--- src/rtl/mb_tx_pkg.sv ---
// ============================================================================
// Module  : mb_tx_pkg
// Brief   : Shared mainband TX/RX types and default lane geometry.
// Revision: 1.0 - initial multi-lane release
// ============================================================================
`default_nettype none

package mb_tx_pkg;

  localparam int MB_LANES     = 16;
  localparam int MB_SER_RATIO = 32;

  typedef enum logic [0:0] {
    ST_IDLE  = 1'b0,
    ST_SHIFT = 1'b1
  } mb_ser_state_e;

endpackage

`default_nettype wire

--- src/rtl/mb_ser_lane.sv ---
// ============================================================================
// Module  : mb_ser_lane
// Brief   : One lane of the serializer: loadable shift register, LSB/MSB first.
// Revision: 1.0 - initial multi-lane release
// ============================================================================
`default_nettype none

module mb_ser_lane #(
  parameter int SER_RATIO = 32
) (
  input  logic                 i_clk,
  input  logic                 i_rst_n,
  input  logic                 i_clr,
  input  logic                 i_load,
  input  logic                 i_load_msb,
  input  logic [SER_RATIO-1:0] i_load_data,
  input  logic                 i_shift,
  input  logic                 i_msb,
  output logic                 o_ser
);

  logic [SER_RATIO-1:0] r_shift;
  logic                 r_ser;

  assign o_ser = r_ser;

  always_ff @(posedge i_clk or negedge i_rst_n) begin
    if (!i_rst_n) begin
      r_shift <= '0;
      r_ser   <= 1'b0;
    end else if (i_clr) begin
      r_shift <= '0;
      r_ser   <= 1'b0;
    end else if (i_load) begin
      // The first bit goes straight to the output flop on the load edge.
      if (i_load_msb) begin
        r_ser   <= i_load_data[SER_RATIO-1];
        r_shift <= {i_load_data[SER_RATIO-2:0], 1'b0};
      end else begin
        r_ser   <= i_load_data[0];
        r_shift <= {1'b0, i_load_data[SER_RATIO-1:1]};
      end
    end else if (i_shift) begin
      if (i_msb) begin
        r_ser   <= r_shift[SER_RATIO-1];
        r_shift <= {r_shift[SER_RATIO-2:0], 1'b0};
      end else begin
        r_ser   <= r_shift[0];
        r_shift <= {1'b0, r_shift[SER_RATIO-1:1]};
      end
    end
  end

endmodule

`default_nettype wire

--- src/rtl/mb_tx_serializer_multi.sv ---
// ============================================================================
// Module  : mb_tx_serializer_multi
// Brief   : Multi-lane mainband TX serializer with one-deep holding buffer.
// Revision: 1.0 - initial multi-lane release
// ============================================================================
`default_nettype none

module mb_tx_serializer_multi
  import mb_tx_pkg::*;
#(
  parameter int LANES     = MB_LANES,
  parameter int SER_RATIO = MB_SER_RATIO,
  parameter int CNT_W     = $clog2(SER_RATIO)
) (
  input  logic                       i_clk,
  input  logic                       i_rst_n,
  input  logic                       i_ser_en,
  input  logic                       i_msb_first,
  input  logic [LANES*SER_RATIO-1:0] i_data,
  input  logic                       i_data_valid,
  output logic                       o_data_ready,
  output logic [LANES-1:0]           o_ser_data,
  output logic                       o_valid_lane,
  output logic                       o_clk_en,
  output logic                       o_word_done
);

  localparam logic [CNT_W-1:0] c_LAST_UI = CNT_W'(SER_RATIO - 1);

  mb_ser_state_e              r_state;
  logic [CNT_W-1:0]           r_cnt;
  logic [LANES*SER_RATIO-1:0] r_hold;
  logic                       r_hold_mode;
  logic                       r_hold_valid;
  logic                       r_mode;
  logic                       r_rst_done;

  logic w_shifting;
  logic w_last_ui;
  logic w_accept;
  logic w_load;
  logic w_lane_clr;
  logic w_lane_shift;

  assign w_shifting   = (r_state == ST_SHIFT);
  assign w_last_ui    = w_shifting && (r_cnt == c_LAST_UI);
  // Ready is held low for the first cycle out of reset so it reads 0 under reset.
  assign o_data_ready = i_ser_en & r_rst_done & ~r_hold_valid;
  assign w_accept     = i_data_valid & o_data_ready;
  assign w_load       = i_ser_en & r_hold_valid & (~w_shifting | w_last_ui);
  assign w_lane_clr   = ~i_ser_en | (w_last_ui & ~w_load);
  assign w_lane_shift = w_shifting & ~w_last_ui;

  assign o_valid_lane = w_shifting;
  assign o_clk_en     = w_shifting;
  assign o_word_done  = w_last_ui;

  always_ff @(posedge i_clk or negedge i_rst_n) begin
    if (!i_rst_n) begin
      r_state      <= ST_IDLE;
      r_cnt        <= '0;
      r_hold       <= '0;
      r_hold_mode  <= 1'b0;
      r_hold_valid <= 1'b0;
      r_mode       <= 1'b0;
      r_rst_done   <= 1'b0;
    end else begin
      r_rst_done <= 1'b1;
      if (!i_ser_en) begin
        r_state      <= ST_IDLE;
        r_cnt        <= '0;
        r_hold_valid <= 1'b0;
      end else begin
        if (w_load) begin
          r_state <= ST_SHIFT;
          r_cnt   <= '0;
          r_mode  <= r_hold_mode;
        end else if (w_shifting) begin
          if (w_last_ui) begin
            r_state <= ST_IDLE;
            r_cnt   <= '0;
          end else begin
            r_cnt <= r_cnt + CNT_W'(1);
          end
        end
        // Accept needs an empty buffer and load needs a full one: never both.
        if (w_accept) begin
          r_hold       <= i_data;
          r_hold_mode  <= i_msb_first;
          r_hold_valid <= 1'b1;
        end else if (w_load) begin
          r_hold_valid <= 1'b0;
        end
      end
    end
  end

  generate
    for (genvar l = 0; l < LANES; l++) begin : g_lane
      mb_ser_lane #(
        .SER_RATIO (SER_RATIO)
      ) u_lane (
        .i_clk       (i_clk),
        .i_rst_n     (i_rst_n),
        .i_clr       (w_lane_clr),
        .i_load      (w_load),
        .i_load_msb  (r_hold_mode),
        .i_load_data (r_hold[l*SER_RATIO +: SER_RATIO]),
        .i_shift     (w_lane_shift),
        .i_msb       (r_mode),
        .o_ser       (o_ser_data[l])
      );
    end
  endgenerate

endmodule

`default_nettype wire

--- config.mk ---
export PLATFORM = sky130hd
export DESIGN_NAME = mb_tx_serializer_multi
export DESIGN_NICKNAME = d
export VERILOG_FILES = /design/src/rtl/mb_tx_pkg.sv /design/src/rtl/mb_ser_lane.sv /design/src/rtl/mb_tx_serializer_multi.sv
export SDC_FILE = /design/constraint.sdc
export NUM_CORES = 2
export LEC_CHECK = 0
export ABC_AREA = 1
export BUFFER_PORTS_ARGS = -buffer_cell sky130_fd_sc_hd__buf_4
export CAP_MARGIN = 20
export CORE_MARGIN = 2
export CORE_UTILIZATION = 35
export CTS_CLUSTER_SIZE = 40
export DETAILED_ROUTE_END_ITERATION = 16
export GPL_TIMING_DRIVEN = 0
export PLACE_DENSITY = 0.57
export SETUP_SLACK_MARGIN = 0.15
export SLEW_MARGIN = 15
export SYNTH_ARGS = -nofsm -noshare
export SYNTH_HDL_FRONTEND = slang
export SYNTH_HIERARCHICAL = 1
export SYNTH_SLANG_ARGS = --single-unit
--- constraint.sdc ---
create_clock -name i_clk -period 9.9 [get_ports i_clk]
set_input_delay 1.98 -clock i_clk [delete_from_list [all_inputs] [get_ports i_clk]]
set_output_delay 1.98 -clock i_clk [all_outputs]
set_load 0.1 [all_outputs]
* Word-level counts from Yosys, hierarchy flattened *
Cells that the tools add are included.

word-level totals
  register bits after elaboration = 1050
  input port bits = 517
  output and inout bits = 20
  word-level logic and storage cells = 232

operators by class
  add/subtract/negate cells = 1
  equal/unequal tests = 3
  muxes and demuxes = 171
  bitwise logic cells = 14
  reductions and logical operators = 4

operators by type and width
  kind                                                             number
  32-bit two-way mux                                               80
  1-bit two-way mux                                                87
  5-bit two-way mux                                                4
  1-bit bitwise AND                                                7
  3-bit by 1-bit != test with 1-bit output, second input constant  2
  5-bit by 1-bit adder with 5-bit output, second input constant    1
  5-bit equality test, second input constant                       1
  1-bit NOT                                                        5
  2-bit AND reduction                                              2
  3-bit nonzero test                                               1
  1-bit bitwise OR                                                 2
  1-bit logical AND                                                1

* Depth between registers and ports, before layout *
  depth after elaboration = 8
  mapped depth = 14
  depth with buffers taken out = 12

* Hierarchy *
Netlist, hierarchy kept.

by module, submodules not included
  module                  times used  cells each  area an instance (um^2)  seq. area each (um^2)
  mb_ser_lane             16          357         2235.9                   825.8
  mb_tx_serializer_multi  1           2283        20519.7                  13062.5

* Worst setup path before layout *
OpenSTA, ideal clock, no wires.

  path type = register to register
  start = reg r_state, in the netlist o_clk_en
  end = reg g_lane[0].u_lane.r_ser
  library setup time = 120 ps
  arrival = 8040 ps
  required time = 9780 ps
  path slack = 1740 ps
  cell stages (with the launch flop) = 7
  path buffers = 1
  period minus slack after synthesis = 8160 ps
  cell sequence = dfrtp_1 > nand2_1 > o21ai_0 > nor3_4 > buf_6 > nand2_1 > nand2_1

on the way
  cells in the longest elaborated chain, start to end = 7
  elaborated cells on any way between the ends = 12
  those cells by class = mux: 2; bitwise: 8; reduce/logical: 2

RTL lines
  what                                                                      RTL line                                                    text
  start: declaration                                                        mb_tx_serializer_multi.sv:30                                mb_ser_state_e r_state;
  start signal: assignment                                                  mb_tx_serializer_multi.sv:60                                r_state <= ST_IDLE;
  start signal: assignment                                                  mb_tx_serializer_multi.sv:70                                r_state <= ST_IDLE;
  start signal: assignment                                                  mb_tx_serializer_multi.sv:75                                r_state <= ST_SHIFT;
  1-bit logical AND / 1-bit NOT (equally long branches)                     mb_tx_serializer_multi.sv:46, mb_tx_serializer_multi.sv:50
  1-bit bitwise OR                                                          mb_tx_serializer_multi.sv:50                                assign w_load = i_ser_en & r_hold_valid & (~w_shifting | w_last_ui);
  1-bit bitwise AND                                                         mb_tx_serializer_multi.sv:50
  1-bit NOT                                                                 mb_tx_serializer_multi.sv:51                                assign w_lane_clr = ~i_ser_en | (w_last_ui & ~w_load);
  1-bit bitwise AND (*)                                                     mb_tx_serializer_multi.sv:51
  1-bit bitwise OR (*)                                                      mb_tx_serializer_multi.sv:51
  via w_lane_clr                                                            mb_tx_serializer_multi.sv:42                                logic w_lane_clr;
  3-bit nonzero test (no line) / 1-bit two-way mux (equally long branches)  -
  end signal: assignment                                                    mb_ser_lane.sv:40                                           r_ser <= i_load_data[0];
  end signal: assignment                                                    mb_ser_lane.sv:45                                           r_ser <= r_shift[SER_RATIO-1];
  end signal: assignment                                                    mb_ser_lane.sv:48                                           r_ser <= r_shift[0];
  end: declaration                                                          mb_ser_lane.sv:23                                           logic r_ser;

The timed path passes the listed nets; every way through them passes the cells marked *.
A chain may end at the register's enable or synchronous reset.

* Worst setup path after layout *
  start = in i_ser_en
  end = out o_data_ready

on the way
  cells in the longest elaborated chain, start to end = 2

RTL lines
  what                            RTL line                      text
  start: declaration              mb_tx_serializer_multi.sv:17  input logic i_ser_en,
  1-bit bitwise AND (2 in a row)  mb_tx_serializer_multi.sv:48  assign o_data_ready = i_ser_en & r_rst_done & ~r_hold_valid;
  end: declaration                mb_tx_serializer_multi.sv:21  output logic o_data_ready,

No other way between the ends.

==> impl_metrics.ini <==
[timing]
setup-tns-final_ns = 0
hold_viol = 0
period_share = 0.543
slew_violations = 0
rsz0062_at_grt = no
tightest_slew_ns = 0.964
max_freq_mhz = 186
setup_viol = 0
max_slew_margin = 0.357
fin_skew_ns = 0.0333
layout_setup_ws_ns = 4.53
period_minus_slack_ns = 5.37

[clock_network]
cts.path.max_buffers = 3
cts_resized = 0
clock_latency_ns = 0.75
cts_sinks = 1050
cts_buffers = 121
cts_hold_buffers = 0
tritoncts = built
cts-root-buf = clkbuf_16
cts_setup_buffers = 0
htreeDepth = 3
clk_pin_slew_ns = 0.06

[floorplanning]
num_io_pins = 537
num_rows = 147
fp.dieH_um = 405
fp.coreArea_um2 = 160000
dieArea_um2 = 164000
start_util = 0.351
die_w_um = 405

[yosys]
syn_nets = 8514
async_flop_share = 1.00
synth-seq-area-share = 0.467
ys_ff_latch = 1050
synth_top_area_share = 0.467
synthTopCellsByCount = nand2_1, nand3_1, dfrtp_1, buf_2, clkbuf_1
synth_flop_cell = dfrtp_1
synth-edff-count = 0
syn_avg_cell_area_um2 = 7.04
yosysTopAreaCell = dfrtp_1
yosysUniqueCellTypes = 21
ys_warn_count = 6
yosysMostFrequentCell = nand2_1
synth_area_leaders = dfrtp_1, nand2_1, nand3_1, buf_2, buf_6
synthesis.area_um2 = 56300
syn_inst = 7995

[placement]
dpl_cell_area_um2 = 63400
dp_hpwl_um = 133000
io_buffer_count = 534
place.gp.congestion = 0.860
placed_cells = 10707
post-place-ws_ns = 4.49

[critical_path]
cp-startpoint = i_ser_en
start_kind = input port
path_class = input port to primary output
reg2reg_depth = 14
worstPathRequired_ns = 7.92
critPathCapture = o_data_ready
r2r_slack_ns = 6.88
arrival_ns = 3.39
cp_max_fo = 10
r2r_end = g_lane[9].u_lane/r_shift[12]
regToRegStartpoint = r_cnt[0]
cp-end-kind = primary output

[detailed_routing]
first_pass_iters = 6
routed_wirelength_um = 183000
drt_iter0_markers = 4723
routed_via_density = 5.05
routedWlPerCell_um = 16.7
ant_nets = 0
via_count = 55295
drc_errors = 0

[global_route]
grt_pass1_vias = 51621
grt_max_degree = 141
antenna_found_initial = 38
grt_use_total = 0.218
grt_overflow = 0
grt_first_pass_wirelength_um = 287000

[outcome]
outcome = completed

[final_layout]
instances_no_fill = 10940
final_cell_area_um2 = 67600
drive_above_1_share = 0.143
nets = 9189
syn_to_final_growth_pct = 20.1

[power_and_ir_drop]
p_per_area_nw_per_um2 = 178
leakage_nw = 35.2
vdd_ir_drop_max_mv = 0.138
p_total_mw = 12.0

[job]
cap_violations = 0

[worst_hold_path]
min-delay-path-class = flip-flop to flip-flop
## metal layers
layer | track usage | share of wire
met1 | 0.310 | 0.46
met2 | 0.335 | 0.44
met3 | 0.0428 | 0.068
met4 | 0.0661 | 0.030
met5 | 0 | 0.0013
## registers in the layout, summed over array words and instances, names as in the netlist
name / cells
r_mode: 1
o_clk_en: 1
g_lane.u_lane/o_ser: 16
g_lane.u_lane/r_shift: 512
r_hold_mode: 1
r_hold: 512
r_hold_valid: 1
r_cnt: 5
r_rst_done: 1
## where the power goes
group	switching (mW)	internal, mW	total, mW
Sequential	0.424	4.69	5.12
Clock	1.95	2.74	4.70
Combinational	1.48	0.738	2.22
## cells by family after synthesis
kind of cell,after synthesis,share of synthesized area
compound gates,70,0.00622
xor+xnor,1,0.000156
fa+ha+maj,2,0.000444
buf+inv,667,0.0621
flops,1050,0.467
mux,1,0.000178
other cells,1,0.0000666
simple gates,6203,0.464
## layout make-up
cell class	instances	area (um2)
buffer	604	3260
inverter	63	239
fill	16592	92600
multi-input combinational	6278	26500
tap	2160	2700
sequential	1050	26300
clock buffer	160	3370
timing repair buffer	552	4430
clock inverter	68	785
antenna	5	12.5
## how the worst min path moves through the flow
stage,from,end,depth (start not counted)
final,g_lane[12].u_lane/o_ser,g_lane[12].u_lane/o_ser,2
after global routing,g_lane[14].u_lane/r_shift[23],g_lane[14].u_lane/r_shift[23],2
after CTS,g_lane[5].u_lane/o_ser,g_lane[5].u_lane/o_ser,2
after detailed placement,g_lane[5].u_lane/o_ser,g_lane[5].u_lane/o_ser,2
after global placement,g_lane[12].u_lane/o_ser,g_lane[12].u_lane/o_ser,2
after floorplan,r_hold[124],r_hold[124],2
## worst max-delay path, cell delays in order
cell and delay, ns:
buf_4 0.14, nand2_2 0.07, nor2_4 0.46, buf_1 0.37
buf_4 0.36
## layout by cell type, fill, tap and decap left out, types with 36 or more instances in the layout
master / n
nand2_1: 4146
buf_6: 71
inv_1: 45
buf_2: 365
clkbuf_16: 121
buf_4: 538
clkinv_2: 39
dfrtp_1: 1048
clkbuf_1: 176
nand3_1: 2002
o21ai_0: 36
## metrics by stage
stage                      util  hold WS [ns]
after global placement    0.393         0.473
after detailed placement  0.396         0.477
final                     0.422         0.485
after global routing      0.422         0.521
after CTS                 0.422         0.492
after floorplan               -         0.464
(Power assumes the default switching activity.)
